### src/rtl/if_debug_ctrl.sv
// if_debug_ctrl: instruction-fetch debug controller.
// Assembles UART RX bytes (MSB first) into 32-bit words, writes them
// sequentially into instruction memory, then gates the pipeline clock
// enable in RUN (continuous) or STEP (one cycle per 'N') mode.
// Optional feature macro: IF_DEBUG_LOAD_TIMEOUT_EN (mid-word load timeout).
module if_debug_ctrl #(
    parameter int unsigned IMEM_WORDS     = 64,
    parameter logic [31:0] HALT_WORD      = 32'hFFFF_FFFF,
    parameter int unsigned TIMEOUT_CYCLES = 1000000
) (
    input  logic        i_clk,
    input  logic        i_reset,
    input  logic [7:0]  i_rx_data,
    input  logic        i_rx_valid,
    input  logic        i_halt_seen,
    output logic        o_write_en,
    output logic [31:0] o_data,
    output logic [31:0] o_addr_wr,
    output logic        o_read_en,
    output logic        o_clk_en,
    output logic        o_loaded,
    output logic        o_overflow,
    output logic        o_error,
    output logic [2:0]  o_state
);

    typedef enum logic [2:0] {
        IDLE  = 3'd0,
        LOAD  = 3'd1,
        WRITE = 3'd2,
        RUN   = 3'd3,
        STEP  = 3'd4,
        DONE  = 3'd5
    } state_t;

    localparam logic [31:0] LAST_ADDR = 32'(4 * (IMEM_WORDS - 1));
    localparam logic [7:0]  CH_L = 8'h4C;
    localparam logic [7:0]  CH_R = 8'h52;
    localparam logic [7:0]  CH_S = 8'h53;
    localparam logic [7:0]  CH_N = 8'h4E;
    localparam logic [7:0]  CH_Q = 8'h51;

    state_t      state_q;
    logic [31:0] word_q;
    logic [31:0] word_d;
    logic [31:0] addr_q;
    logic [1:0]  cnt_q;
    logic        loaded_q;
    logic        overflow_q;
    logic        write_en_q;
    logic [31:0] data_q;
    logic [31:0] addr_wr_q;
    logic        step_pulse_q;

`ifdef IF_DEBUG_LOAD_TIMEOUT_EN
    logic        error_q;
    logic [31:0] idle_cnt_q;
`endif

    assign word_d = {word_q[23:0], i_rx_data};

    // Controller FSM: command decode, word assembly, imem write and step pulses
    always_ff @(posedge i_clk) begin
        if (i_reset) begin
            state_q      <= IDLE;
            word_q       <= '0;
            addr_q       <= '0;
            cnt_q        <= '0;
            loaded_q     <= 1'b0;
            overflow_q   <= 1'b0;
            write_en_q   <= 1'b0;
            data_q       <= '0;
            addr_wr_q    <= '0;
            step_pulse_q <= 1'b0;
`ifdef IF_DEBUG_LOAD_TIMEOUT_EN
            error_q      <= 1'b0;
            idle_cnt_q   <= '0;
`endif
        end else begin
            write_en_q   <= 1'b0;
            step_pulse_q <= 1'b0;
            case (state_q)
                // DONE always has loaded_q set, so it shares IDLE's decode
                IDLE, DONE: begin
                    if (i_rx_valid) begin
                        if (i_rx_data == CH_L) begin
                            state_q    <= LOAD;
                            addr_q     <= '0;
                            cnt_q      <= '0;
                            loaded_q   <= 1'b0;
                            overflow_q <= 1'b0;
`ifdef IF_DEBUG_LOAD_TIMEOUT_EN
                            error_q    <= 1'b0;
                            idle_cnt_q <= '0;
`endif
                        end else if (i_rx_data == CH_R && loaded_q) begin
                            state_q <= RUN;
                        end else if (i_rx_data == CH_S && loaded_q) begin
                            state_q <= STEP;
                        end
                    end
                end
                LOAD: begin
                    if (i_rx_valid) begin
                        word_q <= word_d;
                        cnt_q  <= cnt_q + 2'd1;
                        if (cnt_q == 2'd3) begin
                            state_q    <= WRITE;
                            write_en_q <= 1'b1;
                            data_q     <= word_d;
                            addr_wr_q  <= addr_q;
                        end
                    end
`ifdef IF_DEBUG_LOAD_TIMEOUT_EN
                    if (i_rx_valid) begin
                        idle_cnt_q <= '0;
                    end else if (cnt_q != 2'd0) begin
                        if (idle_cnt_q == 32'(TIMEOUT_CYCLES - 1)) begin
                            state_q    <= IDLE;
                            cnt_q      <= '0;
                            word_q     <= '0;
                            idle_cnt_q <= '0;
                            error_q    <= 1'b1;
                        end else begin
                            idle_cnt_q <= idle_cnt_q + 32'd1;
                        end
                    end
`endif
                end
                WRITE: begin
                    if (word_q == HALT_WORD) begin
                        state_q  <= IDLE;
                        loaded_q <= 1'b1;
                    end else if (addr_q == LAST_ADDR) begin
                        state_q    <= IDLE;
                        overflow_q <= 1'b1;
                        loaded_q   <= 1'b0;
                    end else begin
                        state_q <= LOAD;
                        addr_q  <= addr_q + 32'd4;
                        cnt_q   <= '0;
                    end
                end
                RUN: begin
                    if (i_halt_seen) begin
                        state_q <= DONE;
                    end
                end
                STEP: begin
                    if (i_halt_seen) begin
                        state_q <= DONE;
                    end else if (i_rx_valid) begin
                        if (i_rx_data == CH_N) begin
                            step_pulse_q <= 1'b1;
                        end else if (i_rx_data == CH_Q) begin
                            state_q <= IDLE;
                        end
                    end
                end
                default: state_q <= IDLE;
            endcase
        end
    end

`ifdef IF_DEBUG_LOAD_TIMEOUT_EN
    assign o_error = error_q;
`else
    logic unused_timeout;
    assign unused_timeout = (TIMEOUT_CYCLES != 0);
    assign o_error        = 1'b0;
`endif

    // RUN enable drops in the same cycle halt is seen, before the state moves
    assign o_clk_en   = ((state_q == RUN) && !i_halt_seen) || step_pulse_q;
    assign o_read_en  = !((state_q == LOAD) || (state_q == WRITE));
    assign o_write_en = write_en_q;
    assign o_data     = data_q;
    assign o_addr_wr  = addr_wr_q;
    assign o_loaded   = loaded_q;
    assign o_overflow = overflow_q;
    assign o_state    = state_q;

endmodule

### config.mk
export PLATFORM = sky130hd
export DESIGN_NAME = if_debug_ctrl
export DESIGN_NICKNAME = d
export VERILOG_FILES = /design/src/rtl/if_debug_ctrl.sv
export SDC_FILE = /design/constraint.sdc
export NUM_CORES = 1
export LEC_CHECK = 0
export CAP_MARGIN = 20
export CORE_MARGIN = 3
export CORE_UTILIZATION = 25
export DETAILED_ROUTE_END_ITERATION = 8
export DONT_BUFFER_PORTS = 1
export SLEW_MARGIN = 20
export SYNTH_ARGS = -nofsm -noshare
export SYNTH_HDL_FRONTEND = slang
export SYNTH_SLANG_ARGS = --single-unit
### constraint.sdc
create_clock -name i_clk -period 4.3 [get_ports i_clk]
set_input_delay 0.43 -clock i_clk [delete_from_list [all_inputs] [get_ports i_clk]]
set_output_delay 0.43 -clock i_clk [all_outputs]
set_load 0.01 [all_outputs]
==> results by group <==
Synth
  – Post-synthesis sequential area ratio: a little under half
  – Synthesized area per cell: between 7 and 8 sq um
  – Syn Inst Count: approximately 750
  – Main flop type after synthesis: dfxtp_1
  – Yosys warns: 0
  – Unique cell type count in the Yosys netlist: a little over 60
  – Asr flop ratio synth: 0%
  – Seq cells post-synth: approximately 130
  – Post-synth EDFFs: 0
  – Synthesized cell area: 5771 sq um

Power and ir drop
  – Sw frac: approximately 22%
  – Cell Pwr Density: around 440 nW/um^2
  – Net Sw Power: 652.8 uW
  – Clock network power share: approximately 55%
  – Internal power: 2.262 mW
  – Comb power frac: ~1.9%
  – VDD IR max: 0.2448 mV
  – Reg power frac: a little over two fifths
  – Total power: approximately 3 mW
  – Leak pwr: around 2.1 nW

Floorplanning
  – I/O Pins: 85
  – DIE AREA: roughly 25000 sq um
  – Std cell rows: 54
  – Core area: 22230 sq um
  – Starting density of the core: 25.96%
  – Die W: ~160 um
  – Height of the die: roughly 160 um

Setup path
  – Critical path capture point type: flop
  – Arrival time worst endpoint: approximately 3000 ps
  – CP max stage delay: approximately 620 ps
  – Worst Path Class, Setup: flop to flop
  – Cell Chain, Critical Path: inv_1 > nor4_2 > buf_4 > nand2_2 > buf_4 > nand2_1 > a21oi_1
  – Bufs and invs on worst path: 3
  – Critical path origin: o_state[0]
  – Worst EP required: ~4600 ps
  – Startpoint type of the worst setup path: flop
  – Top delay family on crit path: buffers and inverters
  – CP max stage cell: dfxtp_1
  – Most frequent CP cell: buf_4
  – CP Max Fanout: 39
  – Reg-to-reg startpoint: o_state[0]

Global route
  – First-pass GRT wire length: approximately 25000 um
  – Number of global-route vias before repair: between 4000 and 5000
  – Initial antenna violation count: 0
  – Largest net degree at the start of global routing: 110
  – Total track usage: 12.63%
  – Remaining Overflow, GRT: 0

Drt
  – Pre-antenna DRT Iters: 6
  – ANT nets after route: 0
  – DR WL/cell: ~16 um
  – DRC Markers: 0
  – DR iter-0 viols: around 400
  – Total number of vias: slightly above 5000
  – Via-per-instance ratio: 5.032
  – WL final: ~16000 um

Timing
  – Hold Vio Cnt, Final: 0
  – Setup repair after global routing missed its margin: false
  – Worst Hold Margin: 81.35 ps
  – Period utilization: slightly above 60%
  – Worst-margin pin slew: 943.7 ps
  – Clk_skew: around 11 ps
  – Relative slew slack: roughly 37%
  – Max Slew Vio Count: 0
  – Fin Setup TNS: 0 ps
  – Post-layout minimum cycle time: 2634 ps
  – Final setup fails: 0
  – Worst Setup Slack, final: 1666 ps
  – F_max: roughly 380 MHz

Clock network
  – CTS tree: yes
  – Reg clk slew, reported paths: approximately 60 ps
  – Worst-skew pair later-pin latency: around 420 ps
  – Root Buffer Master: clkbuf_16
  – Clk sinks: between 100 and 150
  – TritonCTS buffer count: 17
  – Hold Buf Count CTS: 0
  – Post-cts resize count: 0
  – Clock Path Buffers: 2
  – Setup bufs post-CTS: 0
  – Max H-tree Level: 4

Placement
  – HPWL after detailed placement: just over 10000 um
  – GPL Wtd Cong: between 0.8 and 0.9
  – Placed cells: 974
  – Cell Area, Placed: around 6000 sq um
  – IO buf count: 0
  – Pre-CTS setup slack: ~1600 ps

Layout
  – Filler cells: 2364
  – Layout area overhead: 13.79%
  – # diodes: 0
  – Final Util: about 30%
  – Final Instance Count excl. Fillers: between 1000 and 1500
  – Non-Filler Cell Area, Final: 6566 sq um
  – Share of cells above drive strength 1: under 10%
  – Nets@finish: approximately 730

Worst hold path
  – Worst hold start: i_reset
  – Hold Crit Class: input pin to flop

Flow run
  – Max-cap violations: 0

Status
  – Status: finished, final reports clean
[state kept, by name, indices dropped and copies added, names as in the netlist]
register / flops
cnt_q: 2
o_write_en: 1
o_data: 32
o_state: 3
addr_q: 30
o_addr_wr: 30
o_loaded: 1
word_q: 32
o_overflow: 1
step_pulse_q: 1
[metal layers]
metal / up-vias / track usage (%) / part of all wire [%]
li1: 2547 / - / -
met1: 2361 / 16.74 / 46
met2: 141 / 19.91 / 47
met3: 13 / 3.882 / 6.9
met4: 0 / 3.646 / 0.89
met5: - / 0 / 0
[power by group through the flow]
| stage | sequential, mW | combinational (mW) | clock [mW] |
|---|---|---|---|
| 3_3_place_gp | 1.27 | 0.0545 | 0 |
| 4_1_cts | 1.25 | 0.0547 | 1.64 |
| 6_report | 1.25 | 0.0549 | 1.61 |
| 2_1_floorplan | 1.27 | 0.0646 | 0 |
| 3_5_place_dp | 1.27 | 0.0547 | 0 |
| 5_1_grt | 1.25 | 0.0615 | 1.70 |
[cell usage in the layout (no fill, tap or decap), types with 2 or more instances in the layout]
cell type	n
nand2_1	226
dfxtp_1	133
a21oi_1	105
nand3_1	31
nor2_1	26
nand4_1	21
or4_1	17
clkbuf_16	17
o211ai_1	14
a31oi_1	12
o21ai_0	11
nor3_1	9
nor4_1	8
or3_1	6
inv_6	6
inv_1	5
bufinv_16	4
or2_2	3
nor4_2	3
nand2_2	3
and3_1	3
ha_1	3
conb_1	3
buf_4	3
nor2b_1	2
nor3b_1	2
nand2b_1	2
a311o_1	2
a32oi_1	2
nand4_2	2
nand3b_1	2
a41oi_1	2
inv_8	2
[worst register-to-register path: stages, from the launching register on]
cell,delay [ps]
dfxtp_1,620
inv_1,240
nor4_2,280
buf_4,370
nand2_2,390
buf_4,410
nand2_1,140
a21oi_1,60
[layout make-up]
cell class / count / area [sq um] / area share [%]
Tap cell: 280 / 350.3 / 5.335
Clock inverter: 14 / 211.5 / 3.220
Inverter: 5 / 18.77 / 0.2858
Clock buffer: 18 / 439.2 / 6.688
Timing Repair Buffer: 3 / 22.52 / 0.3430
Multi-Input combinational cell: 553 / 2861 / 43.58
Sequential cell: 133 / 2663 / 40.55
[path summary, 6_finish.rpt]
check / endpoint / slack (ps) / depth (start not counted)
setup / recovery: o_addr_wr[12] / 1670 / 7
hold / removal: o_data[5] / 80 / 1
setup reg to reg: o_addr_wr[12] / 1670 / 7
hold reg to reg: word_q[27] / 460 / 2
[synthesized netlist by cell type (all sizes together), types with 2 or more instances]
master	number	area, sq um
nand3	31	155.2
nand2	229	862.1
nor2b	2	12.51
dfxtp	133	2663
a31oi	12	75.07
o21ai	11	55.05
nand4	23	156.4
nor4	12	102.6
a311o	2	20.02
or2	4	25.03
nand3b	2	15.01
a41oi	2	17.52
a32oi	2	17.52
or3	6	37.54
inv	5	18.77
clkbuf	46	172.7
ha	3	37.54
nor3b	2	15.01
or4	18	138.9
buf	16	90.09
and3	4	25.02
or3b	2	20.02
a21oi	106	534.3
nor3	10	50.05
nor2	26	97.59
o211ai	14	105.1
nand2b	2	12.51
[cell families (layout without fill, tap and decap cells)]
kind of cell,count (synthesis),in the layout,share of synthesized area [%]
DFF,133,133,46.14
buffers and inverters,67,40,4.879
xor gates and xnor gates,2,2,0.3036
other,1,3,0.06499
adders and majority gates,4,4,0.8240
and+or+nand+nor,380,380,31.01
AOI/OAI and AO/OA,164,164,16.78
Power figures use the tool's default switching activity.
